===== config.mk =====
export PLATFORM = sky130hd
export DESIGN_NAME = dump_engine_flat
export DESIGN_NICKNAME = d
export VERILOG_FILES = /design/src/rtl/dump_engine_if.sv /design/src/rtl/dump_engine.sv /design/src/flat_wrapper.sv
export SDC_FILE = /design/constraint.sdc
export NUM_CORES = 1
export LEC_CHECK = 0
export ABC_AREA = 1
export BUFFER_PORTS_ARGS = -buffer_cell sky130_fd_sc_hd__buf_2
export CAP_MARGIN = 20
export CORE_ASPECT_RATIO = 0.7
export CORE_UTILIZATION = 45
export CTS_CLUSTER_SIZE = 25
export DETAILED_ROUTE_END_ITERATION = 10
export HOLD_SLACK_MARGIN = 0.08
export PLACE_DENSITY = 0.77
export SYNTH_ARGS = -nofsm -noshare
export SYNTH_HDL_FRONTEND = slang
export SYNTH_SLANG_ARGS = --single-unit

===== constraint.sdc =====
create_clock -name clk -period 3.5 [get_ports clk]
set_input_delay 0.525 -clock clk [delete_from_list [all_inputs] [get_ports clk]]
set_output_delay 0.525 -clock clk [all_outputs]
set_load 0.02 [all_outputs]

===== src/rtl/dump_engine_if.sv =====
// dump_engine_if: valid/ready stream carrying the dumped state words.
//   data  : stream word
//   valid : word present (source)
//   ready : sink accepts (sink)
//   last  : final word of the stream (source)
// master = dump engine side, slave = sink side.
interface dump_engine_if #(
    parameter int unsigned W_DATA = 32
);
    logic [W_DATA-1:0] data;
    logic              valid;
    logic              ready;
    logic              last;

    modport master (output data, output valid, output last, input ready);
    modport slave  (input data, input valid, input last, output ready);
endinterface


===== src/rtl/dump_engine.sv =====
// dump_engine: on core halt, streams the register file and then a window of
// data memory out over a valid/ready port so hardware runs can export
// architectural state.
// Optional feature macro: DUMP_CHECKSUM_EN appends the XOR of all streamed
// words as one extra final word.
// Ports:
//   clk, reset   : clock, synchronous active-high reset
//   hlt_i        : core halt flag, starts the dump (pulse is enough)
//   reg_addr_o   : register-file read index
//   reg_data_i   : register-file read data (combinational from reg_addr_o)
//   mem_addr_o   : data-memory address
//   mem_data_i   : data-memory Q (one-cycle synchronous read)
//   mem_sel_o    : engine owns the memory address port while high
//   dump         : stream interface (master modport)
//   busy_o       : dump in progress
//   done_o       : dump complete, sticky until reset
module dump_engine #(
    parameter int unsigned W_DATA   = 32,
    parameter int unsigned N_REG    = 16,
    parameter int unsigned REG_ADDR = 4,
    parameter int unsigned N_MEM    = 16,
    parameter int unsigned MEM_ADDR = 8,
    parameter int unsigned MEM_BASE = 0
) (
    input  logic                clk,
    input  logic                reset,
    input  logic                hlt_i,
    output logic [REG_ADDR-1:0] reg_addr_o,
    input  logic [W_DATA-1:0]   reg_data_i,
    output logic [MEM_ADDR-1:0] mem_addr_o,
    input  logic [W_DATA-1:0]   mem_data_i,
    output logic                mem_sel_o,
    dump_engine_if.master       dump,
    output logic                busy_o,
    output logic                done_o
);
    localparam int unsigned N_MAX = (N_REG > N_MEM) ? N_REG : N_MEM;
    localparam int unsigned IDX_W = (N_MAX > 1) ? $clog2(N_MAX) : 1;

    typedef enum logic [2:0] {
        S_IDLE    = 3'd0,
        S_REG_RD  = 3'd1,
        S_REG_OUT = 3'd2,
        S_MEM_RD  = 3'd3,
        S_MEM_OUT = 3'd4,
`ifdef DUMP_CHECKSUM_EN
        S_SUM_OUT = 3'd5,
`endif
        S_DONE    = 3'd6
    } state_e;

    state_e              state_q, state_d;
    logic [IDX_W-1:0]    idx_q, idx_d;
    logic                ph_q, ph_d;          // MEM_RD sub-cycle: 0 = address, 1 = capture
    logic [W_DATA-1:0]   data_q, data_d;
    logic                valid_q, valid_d;
    logic                last_q, last_d;
    logic                busy_q, busy_d;
    logic                sel_q, sel_d;
    logic                done_q, done_d;
    logic [MEM_ADDR-1:0] mem_addr_q, mem_addr_d;
`ifdef DUMP_CHECKSUM_EN
    logic [W_DATA-1:0]   chk_q, chk_d;
`endif
    logic                xfer;

    assign xfer       = valid_q & dump.ready;
    assign reg_addr_o = REG_ADDR'(idx_q);
    assign mem_addr_o = mem_addr_q;
    assign mem_sel_o  = sel_q;
    assign busy_o     = busy_q;
    assign done_o     = done_q;
    assign dump.data  = data_q;
    assign dump.valid = valid_q;
    assign dump.last  = last_q;

    // Next-state and output-register logic
    always_comb begin
        state_d    = state_q;
        idx_d      = idx_q;
        ph_d       = ph_q;
        data_d     = data_q;
        valid_d    = valid_q;
        last_d     = last_q;
        busy_d     = busy_q;
        sel_d      = sel_q;
        done_d     = done_q;
        mem_addr_d = mem_addr_q;
`ifdef DUMP_CHECKSUM_EN
        chk_d      = chk_q;
`endif
        unique case (state_q)
            S_IDLE: begin
                if (hlt_i) begin
                    state_d = S_REG_RD;
                    idx_d   = '0;
                    busy_d  = 1'b1;
                end
            end
            S_REG_RD: begin
                data_d  = reg_data_i;
                valid_d = 1'b1;
                state_d = S_REG_OUT;
            end
            S_REG_OUT: begin
                if (xfer) begin
                    valid_d = 1'b0;
`ifdef DUMP_CHECKSUM_EN
                    chk_d   = chk_q ^ data_q;
`endif
                    if (idx_q == IDX_W'(N_REG - 1)) begin
                        idx_d      = '0;
                        ph_d       = 1'b0;
                        sel_d      = 1'b1;
                        mem_addr_d = MEM_ADDR'(MEM_BASE);
                        state_d    = S_MEM_RD;
                    end else begin
                        idx_d   = idx_q + IDX_W'(1);
                        state_d = S_REG_RD;
                    end
                end
            end
            S_MEM_RD: begin
                // Address is presented for one cycle; Q is captured the next.
                if (!ph_q) begin
                    ph_d = 1'b1;
                end else begin
                    ph_d    = 1'b0;
                    data_d  = mem_data_i;
                    valid_d = 1'b1;
`ifndef DUMP_CHECKSUM_EN
                    last_d  = (idx_q == IDX_W'(N_MEM - 1));
`endif
                    state_d = S_MEM_OUT;
                end
            end
            S_MEM_OUT: begin
                if (xfer) begin
`ifdef DUMP_CHECKSUM_EN
                    chk_d = chk_q ^ data_q;
`endif
                    if (idx_q == IDX_W'(N_MEM - 1)) begin
`ifdef DUMP_CHECKSUM_EN
                        // Checksum word follows directly; valid stays high.
                        data_d  = chk_q ^ data_q;
                        last_d  = 1'b1;
                        sel_d   = 1'b0;
                        state_d = S_SUM_OUT;
`else
                        valid_d = 1'b0;
                        last_d  = 1'b0;
                        busy_d  = 1'b0;
                        sel_d   = 1'b0;
                        done_d  = 1'b1;
                        state_d = S_DONE;
`endif
                    end else begin
                        valid_d    = 1'b0;
                        idx_d      = idx_q + IDX_W'(1);
                        mem_addr_d = mem_addr_q + MEM_ADDR'(1);
                        state_d    = S_MEM_RD;
                    end
                end
            end
`ifdef DUMP_CHECKSUM_EN
            S_SUM_OUT: begin
                if (xfer) begin
                    valid_d = 1'b0;
                    last_d  = 1'b0;
                    busy_d  = 1'b0;
                    done_d  = 1'b1;
                    state_d = S_DONE;
                end
            end
`endif
            S_DONE: begin
                state_d = S_DONE;
            end
            default: begin
                state_d = S_IDLE;
            end
        endcase
    end

    // State and output registers
    always_ff @(posedge clk) begin
        if (reset) begin
            state_q    <= S_IDLE;
            idx_q      <= '0;
            ph_q       <= 1'b0;
            data_q     <= '0;
            valid_q    <= 1'b0;
            last_q     <= 1'b0;
            busy_q     <= 1'b0;
            sel_q      <= 1'b0;
            done_q     <= 1'b0;
            mem_addr_q <= '0;
`ifdef DUMP_CHECKSUM_EN
            chk_q      <= '0;
`endif
        end else begin
            state_q    <= state_d;
            idx_q      <= idx_d;
            ph_q       <= ph_d;
            data_q     <= data_d;
            valid_q    <= valid_d;
            last_q     <= last_d;
            busy_q     <= busy_d;
            sel_q      <= sel_d;
            done_q     <= done_d;
            mem_addr_q <= mem_addr_d;
`ifdef DUMP_CHECKSUM_EN
            chk_q      <= chk_d;
`endif
        end
    end
endmodule


===== src/flat_wrapper.sv =====
// flat-port wrapper written by rule: the top's interface ports become plain ports
module dump_engine_flat 
#(
    parameter int unsigned W_DATA   = 32,
    parameter int unsigned N_REG    = 16,
    parameter int unsigned REG_ADDR = 4,
    parameter int unsigned N_MEM    = 16,
    parameter int unsigned MEM_ADDR = 8,
    parameter int unsigned MEM_BASE = 0
)
  (clk, reset, hlt_i, reg_addr_o, reg_data_i, mem_addr_o, mem_data_i, mem_sel_o, busy_o, done_o, dump_data, dump_valid, dump_last, dump_ready);
  dump_engine_if #(.W_DATA(W_DATA)) dump_i ();
  input  logic clk;
  input  logic reset;
  input  logic hlt_i;
  output logic [REG_ADDR-1:0] reg_addr_o;
  input  logic [W_DATA-1:0] reg_data_i;
  output logic [MEM_ADDR-1:0] mem_addr_o;
  input  logic [W_DATA-1:0] mem_data_i;
  output logic mem_sel_o;
  output logic busy_o;
  output logic done_o;
  output wire logic [$bits(dump_i.data)-1:0] dump_data;
  output wire logic [$bits(dump_i.valid)-1:0] dump_valid;
  output wire logic [$bits(dump_i.last)-1:0] dump_last;
  input wire logic [$bits(dump_i.ready)-1:0] dump_ready;
  assign dump_data = dump_i.data;
  assign dump_valid = dump_i.valid;
  assign dump_last = dump_i.last;
  assign dump_i.ready = dump_ready;
  dump_engine #(.W_DATA(W_DATA), .N_REG(N_REG), .REG_ADDR(REG_ADDR), .N_MEM(N_MEM), .MEM_ADDR(MEM_ADDR), .MEM_BASE(MEM_BASE)) u_core (.clk(clk), .reset(reset), .hlt_i(hlt_i), .reg_addr_o(reg_addr_o), .reg_data_i(reg_data_i), .mem_addr_o(mem_addr_o), .mem_data_i(mem_data_i), .mem_sel_o(mem_sel_o), .dump(dump_i), .busy_o(busy_o), .done_o(done_o));
endmodule

Word level (Yosys, flattened, before mapping)
Index checks and enable logic that the tools add are counted.

Register bits: 53. Input bits: 68. Output and inout bits: 49. Logic and storage cells: 80.

Add/subtract/negate cells: 2. Equal/unequal tests: 14. Mux-type cells: 34. Bitwise logic cells: 1. Reduce and logical (&&, ||, !) cells: 19.

Operators with widths (count): case mux 32 bit (2 select lines) (1); two-way mux 32 bit (1); two-way mux 8 bit (4); two-way mux 4 bit (5); case mux 3 bit (6 select lines) (1); case mux 8 bit (2 select lines) (1); two-way mux 3 bit (5); AND reduction 5 bit (3); inequality test 2 x 1 -> 1 bit (second input constant) (6); case mux 4 bit (3 select lines) (1); AND reduction 4 bit (3); nonzero test 2 bit (5); two-way mux 1 bit (9); AND reduction 3 bit (3); adder 8 x 1 -> 8 bit (second input constant) (1); case mux 1 bit (2 select lines) (4); == test 3 x 2 -> 1 bit (second input constant) (2); == test 3 bit (second input constant) (2); nonzero test 3 bit (2); adder 4 x 1 -> 4 bit (second input constant) (1); == test 4 bit (second input constant) (1); inequality test 2 bit (second input constant) (2); == test 3 x 1 -> 1 bit (second input constant) (1); logical NOT 3 bit (1); 5 further kinds (5).

Logic depth before layout (Yosys ltp)
Depth in word-level cells: 4. Depth in mapped cells: 10.

Least setup slack after synthesis
No wires, ideal clock.

Kind: register -> register. Start point: reg u_core.idx_q[0] (netlist: u_core.reg_addr_o[0]). End point: reg u_core.mem_addr_q[5] (netlist: u_core.mem_addr_o[5]). Setup time: 70 ps. Data arrival time: 1514 ps. Data required time: 3430 ps. Path slack: 1916 ps. Cell stages (with the launch flop): 8. Buffers on the path: 0. Cells stage by stage: dfxtp_1 -> ha_1 -> nand2_1 -> nor2_1 -> o21ai_0 -> nand3_1 -> nand2_1 -> a21oi_1.

Longest elaborated chain between the ends: 3. Elaborated cells between the ends (all ways): 4. Classes of those cells: eq/ne (3); reduce/logical (1).

RTL lines: start, declared (line dump_engine.sv:53) `logic [IDX_W-1:0] idx_q, idx_d;`; start signal, assigned (line dump_engine.sv:203) `idx_q <= idx_d;`; == test 4 bit * (line dump_engine.sv:111, dump_engine.sv:142); inequality test 2 x 1 -> 1 bit (no source line) / inequality test 2 bit (equally long branches); AND reduction 5 bit (no source line) *; end signal, assigned (line dump_engine.sv:211) `mem_addr_q <= mem_addr_d;`; end, declared (line dump_engine.sv:61) `logic [MEM_ADDR-1:0] mem_addr_q, mem_addr_d;`.

Every way passes the cells marked *; elsewhere a longest branch is shown, timed or not. A chain may end at the register's enable or synchronous reset.

Final worst setup path
Start point: reg u_core.state_q[1]. End point: reg u_core.state_q[2].

Longest elaborated chain between the ends: 3. Elaborated cells between the ends (all ways): 12. Classes of those cells: eq/ne (9); mux (1); reduce/logical (2).

RTL lines: start, declared (line dump_engine.sv:52) `state_e state_q, state_d;`; start signal, assigned (line dump_engine.sv:202) `state_q <= state_d;`; == test 3 x 2 -> 1 bit (tied with other cells) (line dump_engine.sv:92) `unique case (state_q)`; inequality test 2 x 1 -> 1 bit (no source line) / inequality test 2 bit (equally long branches); AND reduction 4 bit (no source line).

Several ways; a longest one is shown, not always the timed one.

==> impl_metrics.env <==
export IMPL_max_slew_worst_pin_slew_ps=1050
export IMPL_wirelength_mm=6.71
export IMPL_pre_cts_slack_ps=1110
export IMPL_die_h_um=64.9
export IMPL_row_count=22
export IMPL_ys_seq_area_frac=0.417
export IMPL_fin_crit_ps=2130
export IMPL_die_w_um=91.8
export IMPL_worstPathMaxFanout=36
export IMPL_cts_hold_buf=0
export IMPL_diodes=0
export IMPL_clockBufferDepth=2
export IMPL_gp_congestion=0.834
export IMPL_route_detailed_drc=0
export IMPL_power_density_mw_per_mm2=727
export IMPL_io_pins=117
export IMPL_synth_compound_area_frac=0.195
export IMPL_start_util=0.476
export IMPL_port_buffers=116
export IMPL_clk_pin_slew_ps=90
export IMPL_postCtsSetupRepairBufs=0
export IMPL_drt_pass1_iter_count=5
export IMPL_rsz0062_at_grt="false"
export IMPL_area_delta_synth_final_pct=27.3
export IMPL_layout_drive_gt1_share=0.287
export IMPL_ant_nets=0
export IMPL_finalCritPeriodShare=0.608
export IMPL_slew_viol_final=0
export IMPL_grt_max_degree=66
export IMPL_nNetsFinal=544
export IMPL_cp_data_arrival_time_ps=2360
export IMPL_cts_sinks=53
export IMPL_path_class="reg -> reg"
export IMPL_synth_seq_cells=53
export IMPL_drt_iter0_drc=174
export IMPL_hp_class="reg -> reg"
export IMPL_cp_slowest_stage_delay_ps=550
export IMPL_grt_pass1_vias=2349
export IMPL_startpoint_type="flop"
export IMPL_synth_cells=369
export IMPL_synthMuxAreaShare=0
export IMPL_cp_slowest_cell="inv_1"
export IMPL_clock_skew_ps=1.52
export IMPL_crit_buf_inv=2
export IMPL_numCtsBuffers=5
export IMPL_htreeDepth=2
export IMPL_vias=2806
export IMPL_grt_overflow_total=0
export IMPL_setup_slack_ps=1370
export IMPL_grt_pass1_wl_mm=10.7
export IMPL_cts_tree="built"
export IMPL_ys_types=23
export IMPL_synth_top_area_frac=0.417
export IMPL_yosysTopAreaCell="dfxtp_1"
export IMPL_hold_viol=0
export IMPL_dp_hpwl_mm=4.70
export IMPL_stdcell_area_mm2=0.00324
export IMPL_grt_util_all_layers=0.221
export IMPL_fmax_ghz=0.470
export IMPL_synth_top_family_by_area="simple AND/OR/NAND/NOR gates"
export IMPL_crit_required_ps=3730
export IMPL_via_per_inst=5.14
export IMPL_path_delay_family="buffers and inverters"
export IMPL_clk_latency_ps=300
export IMPL_synth_xor_area_frac=0.0103
export IMPL_cap_viol_max_count=0
export IMPL_status="completed"
export IMPL_antenna_found_initial=0
export IMPL_synthSimpleGateAreaFrac=0.300
export IMPL_yosys_warnings=0
export IMPL_synth_area_top_cells="dfxtp_1 42%, nand2_1 18%, a31oi_1 7.9%"
export IMPL_coreArea_mm2=0.00534
export IMPL_clockRootBuffer="clkbuf_8"
export IMPL_synthAdderAreaFrac=0.00984
export IMPL_post_dp_cell_area_mm2=0.00311
export IMPL_crit_path_end_kind="flop"
export IMPL_crit_chain="nand2_2, nor2_4, buf_4, inv_1, nand3_1, nand2_1, a21oi_1"
export IMPL_fin_setup_tns_ps=0
export IMPL_p_leak_nw=1.56
export IMPL_dieArea_mm2=0.00596
export IMPL_cts_resized=0
export IMPL_relSlewSlack=0.302
export IMPL_setup_violations_final=0
export IMPL_routedWlPerCell_um=12.3
export IMPL_vdd_drop_max_uv=299
export IMPL_syn_nets=439
export IMPL_synth_avg_cell_area_um2=6.89
export IMPL_synth_area_mm2=0.00254
Yosys cell counts:
library cell	count
a211oi_1	1
dfxtp_1	53
xnor2_1	1
buf_4	1
inv_2	1
a21oi_1	16
buf_6	3
ha_1	2
clkbuf_1	11
nand4_1	2
o21ai_0	18
buf_2	5
nor2_2	2
nor2_1	26
xor2_1	2
o21ai_1	22
o21bai_1	1
inv_1	16
nand2_1	124
nand2_2	5
nor2_4	3
nand3_1	22
a31oi_1	32
layout by cell type, fill, tap and decap left out:
| cell | count |
|---|---|
| a31oi_1 | 32 |
| inv_2 | 1 |
| nor2_2 | 2 |
| dfxtp_1 | 53 |
| nand2_2 | 5 |
| o21ai_0 | 18 |
| bufinv_16 | 1 |
| nand3_1 | 22 |
| clkbuf_8 | 5 |
| xnor2_1 | 1 |
| buf_4 | 1 |
| nand4_1 | 2 |
| o21bai_1 | 1 |
| a21oi_1 | 16 |
| a211oi_1 | 1 |
| inv_1 | 16 |
| o21ai_1 | 22 |
| ha_1 | 2 |
| nor2_4 | 3 |
| buf_12 | 1 |
| xor2_1 | 2 |
| buf_2 | 116 |
| clkinv_2 | 1 |
| nand2_1 | 124 |
| nor2_1 | 26 |
per-layer routing:
metal	up-vias	track usage	share of wire
li1	1441	-	-
met1	1268	0.311	0.49
met2	95	0.348	0.44
met3	2	0.0469	0.064
met4	0	0.0469	0.0033
met5	-	0	0
cell families after synthesis:
family | after synthesis
buffers and inverters | 37
xor gates and xnor gates | 3
DFF | 53
and+or+nand+nor | 184
AOI/OAI and AO/OA | 90
adders and majority gates | 2
final cells by class:
cell class                 count  area (µm²)
multi-input combinational    279        1310
sequential                    53        1060
clock inverter                 2        35.0
inverter                      17        63.8
tap                           72        90.1
clock buffer                   5        68.8
fill                         537        2100
timing repair buffer         118         608
metrics by stage:
| stage | instances | power (mW) | utilization | hold slack [ps] |
|---|---|---|---|---|
| after detailed placement | 538 | 1.94 | 0.583 | 458 |
| after global placement | 538 | 1.92 | 0.583 | 438 |
| after CTS | 545 | 2.34 | 0.602 | 472 |
| after global routing | 546 | 2.52 | 0.606 | 475 |
| final | 546 | 2.35 | 0.606 | 469 |
| after floorplan | 369 | 1.66 | - | 464 |
registers in the layout, summed over array words and instances (netlist names):
name,count
u_core.dump.data,32
u_core.mem_addr_o,8
u_core.state_q,3
u_core.reg_addr_o,4
u_core.done_o,1
u_core.ph_q,1
u_core.mem_sel_o,1
u_core.busy_o,1
u_core.dump.last,1
u_core.dump.valid,1
power breakdown:
part / switching (mW) / total [mW] / internal [mW]
registers: 0.127 / 0.911 / 0.784
logic: 0.691 / 1.04 / 0.353
clock network: 0.189 / 0.397 / 0.208
worst register-to-register path: stages, from the launching register on:
cell,delay [ps]
dfxtp_1,510
nand2_2,110
nor2_4,80
buf_4,340
inv_1,550
nand3_1,270
nand2_1,70
a21oi_1,130
final timing paths:
path | from | slack, ps | cells after the start | end
setup reg to reg | u_core.state_q[1] | 1370 | 7 | u_core.state_q[2]
hold / removal | u_core.mem_sel_o | 470 | 2 | u_core.mem_sel_o
hold reg to reg | u_core.mem_sel_o | 470 | 2 | u_core.mem_sel_o
setup / recovery | u_core.state_q[1] | 1370 | 7 | u_core.state_q[2]
Note: power is estimated with default switching activity, not from simulation.
